### config.mk
export PLATFORM = sky130hd
export DESIGN_NAME = bit_serializer
export DESIGN_NICKNAME = d
export VERILOG_FILES = /design/src/rtl/bit_serializer.sv
export SDC_FILE = /design/constraint.sdc
export NUM_CORES = 1
export LEC_CHECK = 0
export BUFFER_PORTS_ARGS = -buffer_cell sky130_fd_sc_hd__buf_2
export CORE_MARGIN = 5
export CORE_UTILIZATION = 50
export DETAILED_ROUTE_END_ITERATION = 10
export PLACE_DENSITY_LB_ADDON = 0.12
export SYNTH_ARGS = -nofsm -noshare
export SYNTH_HDL_FRONTEND = slang
export SYNTH_SLANG_ARGS = --single-unit
### constraint.sdc
create_clock -name Clk -period 3.9 [get_ports Clk]
set_input_delay 0.585 -clock Clk [delete_from_list [all_inputs] [get_ports Clk]]
set_output_delay 0.585 -clock Clk [all_outputs]
set_load 0.1 [all_outputs]
### src/rtl/bit_serializer.sv
// bit_serializer: valid/ready parallel-to-serial stage, MSB-first, with bit strobe and end-of-word pulse.
// Optional feature: define SER_PARITY_EN to append an even-parity bit to every word.
module bit_serializer #(
    parameter int WIDTH      = 8,
    parameter int GAP_CYCLES = 0
) (
    input  logic             Clk,
    input  logic             reset,
    input  logic [WIDTH-1:0] load_data,
    input  logic             load_valid,
    output logic             load_ready,
    output logic             data_out,
    output logic             bit_valid,
    output logic             word_done,
    output logic             busy
);
`ifdef SER_PARITY_EN
    localparam int FRAME = WIDTH + 1;
`else
    localparam int FRAME = WIDTH;
`endif
    localparam int            CW         = $clog2(WIDTH + 1);
    localparam logic [CW-1:0] LAST_BIT   = CW'(FRAME - 1);
    localparam int            GAP_LAST_I = (GAP_CYCLES > 0) ? GAP_CYCLES - 1 : 0;
    localparam logic [3:0]    GAP_LAST   = 4'(GAP_LAST_I);

    typedef enum logic [1:0] {IDLE, SHIFT, GAP} state_t;

    state_t           r_state, w_state_next;
    logic [WIDTH-2:0] r_shift, w_shift_next;
    logic [CW-1:0]    r_bit_cnt, w_bit_cnt_next;
    logic [3:0]       r_gap_cnt, w_gap_cnt_next;
    logic             r_data_out, r_bit_valid, r_word_done, r_busy;
    logic             w_data_next, w_valid_next, w_done_next;
    logic             w_last_bit, w_xfer, w_next_bit;

    assign w_last_bit = (r_bit_cnt == LAST_BIT);
    assign w_xfer     = load_valid && load_ready;

    // Ready depends only on state, so upstream never sees a path from load_valid.
    always_comb begin
        load_ready = 1'b0;
        case (r_state)
            IDLE:    load_ready = 1'b1;
            SHIFT:   load_ready = (GAP_CYCLES == 0) && w_last_bit;
            GAP:     load_ready = (r_gap_cnt == GAP_LAST);
            default: load_ready = 1'b0;
        endcase
    end

`ifdef SER_PARITY_EN
    logic r_parity;

    always_ff @(posedge Clk) begin
        if (reset)       r_parity <= 1'b0;
        else if (w_xfer) r_parity <= ^load_data;
    end

    always_comb begin
        w_next_bit = r_shift[WIDTH-2];
        if (r_bit_cnt == CW'(WIDTH - 1)) w_next_bit = r_parity;
    end
`else
    assign w_next_bit = r_shift[WIDTH-2];
`endif

    // NOTE: every signal gets its default before the case so no path leaves it unassigned (no latch).
    always_comb begin
        w_state_next   = r_state;
        w_shift_next   = r_shift;
        w_bit_cnt_next = r_bit_cnt;
        w_gap_cnt_next = r_gap_cnt;
        w_data_next    = 1'b0;
        w_valid_next   = 1'b0;
        w_done_next    = 1'b0;
        case (r_state)
            IDLE: ;
            SHIFT: begin
                if (!w_last_bit) begin
                    w_bit_cnt_next = r_bit_cnt + 1'b1;
                    w_shift_next   = r_shift << 1;
                    w_data_next    = w_next_bit;
                    w_valid_next   = 1'b1;
                    w_done_next    = (w_bit_cnt_next == LAST_BIT);
                end else if (GAP_CYCLES > 0) begin
                    w_state_next   = GAP;
                    w_gap_cnt_next = '0;
                end else begin
                    w_state_next = IDLE;
                end
            end
            GAP: begin
                if (r_gap_cnt == GAP_LAST) w_state_next   = IDLE;
                else                       w_gap_cnt_next = r_gap_cnt + 4'd1;
            end
            default: w_state_next = IDLE;
        endcase
        // A transfer (from IDLE, last gap cycle or gap-free last bit) restarts the frame.
        if (w_xfer) begin
            w_state_next   = SHIFT;
            w_shift_next   = load_data[WIDTH-2:0];
            w_bit_cnt_next = '0;
            w_data_next    = load_data[WIDTH-1];
            w_valid_next   = 1'b1;
            w_done_next    = 1'b0;
        end
    end

    // NOTE: state uses non-blocking assignments so all registers update together at the edge.
    always_ff @(posedge Clk) begin
        if (reset) begin
            r_state     <= IDLE;
            r_shift     <= '0;
            r_bit_cnt   <= '0;
            r_gap_cnt   <= '0;
            r_data_out  <= 1'b0;
            r_bit_valid <= 1'b0;
            r_word_done <= 1'b0;
            r_busy      <= 1'b0;
        end else begin
            r_state     <= w_state_next;
            r_shift     <= w_shift_next;
            r_bit_cnt   <= w_bit_cnt_next;
            r_gap_cnt   <= w_gap_cnt_next;
            r_data_out  <= w_data_next;
            r_bit_valid <= w_valid_next;
            r_word_done <= w_done_next;
            r_busy      <= (w_state_next != IDLE);
        end
    end

    assign data_out  = r_data_out;
    assign bit_valid = r_bit_valid;
    assign word_done = r_word_done;
    assign busy      = r_busy;

endmodule
==> results.cfg <==
[logic_synthesis]
synthSimpleGateAreaFrac = 0.211
muxShareOfSynthArea = 0.0599
yosysUniqueCellTypes = 32
synth_largest_type_area_fraction = 0.419
synth-main-ff-cell = dfxtp_1
ys_top_cells_by_area = dfxtp_1 (42%), a211oi_2 (7.5%), nor2_1 (7.1%)
yosys.area_share.xor_xnor = 0.0611
synth-edff-count = 0
syn-cell-area_um2 = 1000
synth_top_family_by_area = simple AND/OR/NAND/NOR gates
compound_gate_portion_of_the_synthesized_area = 0.158
synth_warnings = 0
async_reset_ff_frac = 0
synth-seq-area-share = 0.419
synth_area_per_cell_um2 = 9.74
synth-seq-cells = 21
netlist.top_cell.by_area = dfxtp_1
synth_cells = 103
synth_fa_ha_area_frac = 0.0499
syn-num-nets = 118

[power]
power_switching_w = 0.000120
sw_frac_of_total = 0.296
p_per_area_nw_per_um2 = 362
power.combinational.fraction = 0.165
power_frac_clock = 0.264
peakVddDrop_uv = 296
intPower_w = 0.000285
power_frac_seq = 0.571
p_leak_nw = 0.467

[critical_path]
crit_path_end_kind = primary output
worst_setup_path_start_kind = register
critical_path_peak_fanout = 5
worst_ep_required_time_ns = 3.31
cp_data_arrival_time_ns = 1.96
worstSetupPathType = reg2out

[sta]
period_minus_slack_ns = 2.54
finalHoldViolCount = 0
finalSetupTns_ns = 0
achievable-frequency_mhz = 393
max-slew-margin-rel = 0.572
clock-skew-final_ns = 0.00306
setup-violations-final = 0
finalMaxSlewViolations = 0
unrepaired_setup_endpoints_after_global_routing = false
fin_hold_ws_ns = 0.502
tightestPinTransition_ns = 0.642
final_min_period_over_clock_period = 0.652

[cts]
cts_buffers = 3
cts_tree = done
cts_root_buf = clkbuf_4
post_cts_buffers = 0
post_cts.resized_instances = 0
ctsHtreeMaxLevel = 1
cts.clk_slew.worst_paths_ns = 0.12
cts-root-to-sink-buffers = 2
hold_buffers = 0
cts.sink_count = 21
worstSkewPairLatency_ns = 0.31

[drt]
wl_um = 1800
antenna_violating_nets_post_route = 0
post_dr_wirelength_cell_um = 12.3
total_via_count_in_the_routed_design = 750
drt_iter0_markers = 20
route.detailed.drc = 0
viasPerCell = 5.14
detailedRoute.firstPassIterationCount = 4

[finish]
multiInputGateArea_um2 = 542
nets = 135
post_route_cells_drive_above_1_share = 0.252
layout.area.seq_um2 = 420
final_core_utilization = 0.577
final-instance-count-excl-fill = 146
antenna_cells_inserted = 0
filler_cell_count = 191
layout-area-overhead-vs-synth_pct = 11.6

[die]
initial_utilization = 0.517
dieWidth_um = 54.8
design.portCount = 16
die_height_um = 54.8
core_area_um2 = 1940
floorplan.die_area_um2 = 3000
rows = 16

[placed_design]
port_buffers = 15
numPlacedInstances = 142
gpl.final_weighted_congestion = 0.815
dp_hpwl_um = 1280

[outcome]
result_of_the_run = finished, final reports clean

[global_routing]
maximum_number_of_pins_on_one_net_before_global_route_repair = 18
first_global_vias = 743
grt_usage = 0.148
grt_pass1_wl_um = 3090
grt_antenna_before_repair = 0
grt-ovfl-total = 0

[job]
max-cap-violations = 0

[hold_path]
min-delay-path-class = reg2reg
cell families after synthesis:
logic type               after synthesis
buffers and inverters                  8
adder cells (fa/ha/maj)                4
XOR/XNOR                               7
AO/OA/AOI/OAI                         16
AND/OR/NAND/NOR                       41
flip-flops                            21
multiplexers                           6
flip-flops by register name (all words and copies together) (netlist names):
| signal | flops |
|---|---|
| r_shift | 7 |
| r_bit_cnt | 4 |
| r_gap_cnt | 4 |
| r_state | 2 |
| bit_valid | 1 |
| busy | 1 |
| data_out | 1 |
| word_done | 1 |
power by group through the flow:
stage	Clock [W]	Combinational, W	Sequential, W
2_1_floorplan	0	0.0000411	0.000250
3_3_place_gp	0	0.0000667	0.000236
3_5_place_dp	0	0.0000677	0.000236
4_1_cts	0.000112	0.0000678	0.000232
5_1_grt	0.000120	0.0000737	0.000233
6_report	0.000107	0.0000670	0.000231
cell usage in the layout (no fill, tap or decap), drive strengths merged, types with 4 or more instances in the layout:
cell / netlist / routed
xnor2: 4 / 4
dfxtp: 21 / 21
ha: 4 / 4
a211oi: 7 / 7
nand2: 4 / 4
inv: 5 / 5
buf: 2 / 15
nand3: 4 / 4
mux2i: 6 / 6
nor2: 19 / 19
synth_stat cells, drive strengths merged, types with 2 or more instances:
cell type / count
a211oi: 7
a21oi: 2
buf: 2
dfxtp: 21
ha: 4
inv: 5
mux2i: 6
nand2: 4
nand2b: 2
nand3: 4
nand3b: 2
nor2: 19
nor2b: 2
nor3: 2
xnor2: 4
xor2: 3
per-stage QoR:
| stage | power [W] | cell area [um2] | setup WS (ns) |
|---|---|---|---|
| floorplan | 0.000291 | 1000 | 0.869 |
| global placement | 0.000302 | 1090 | 1.76 |
| detailed placement | 0.000304 | 1090 | 1.71 |
| CTS | 0.000411 | 1120 | 1.34 |
| global route | 0.000427 | 1120 | 1.26 |
| finish | 0.000405 | 1120 | 1.36 |
critical path: stages (launching register included):
cell,delay [ns]
dfxtp_1,0.37
inv_1,0.07
ha_1,0.14
or3b_4,0.40
a22oi_1,0.20
buf_2,0.47
cell type report:
class,count,area share
Clock buffer,3,0.0201
Sequential cell,21,0.375
Tap cell,27,0.0302
Timing Repair Buffer,15,0.0670
Inverter,5,0.0168
Clock inverter,1,0.00670
Multi-Input combinational cell,74,0.484
final timing paths:
kind,endpoint,startpoint,cells after the start,slack (ns)
worst max register to register,r_bit_cnt[1],r_gap_cnt[0],6,1.79
worst min register to register,r_gap_cnt[1],r_gap_cnt[1],2,0.50
worst max-delay path,load_ready,r_gap_cnt[0],5,1.36
worst min-delay path,r_gap_cnt[1],r_gap_cnt[1],2,0.50
routing by layer:
| layer | track usage | vias to the layer above | routed length, um |
|---|---|---|---|
| met5 | 0 | - | 0 |
| li1 | - | 391 | - |
| met3 | 0.0572 | 4 | 75 |
| met4 | 0.0498 | 0 | 21 |
| met2 | 0.254 | 11 | 886 |
| met1 | 0.165 | 344 | 817 |
Note: power is estimated with default switching activity, not from simulation.
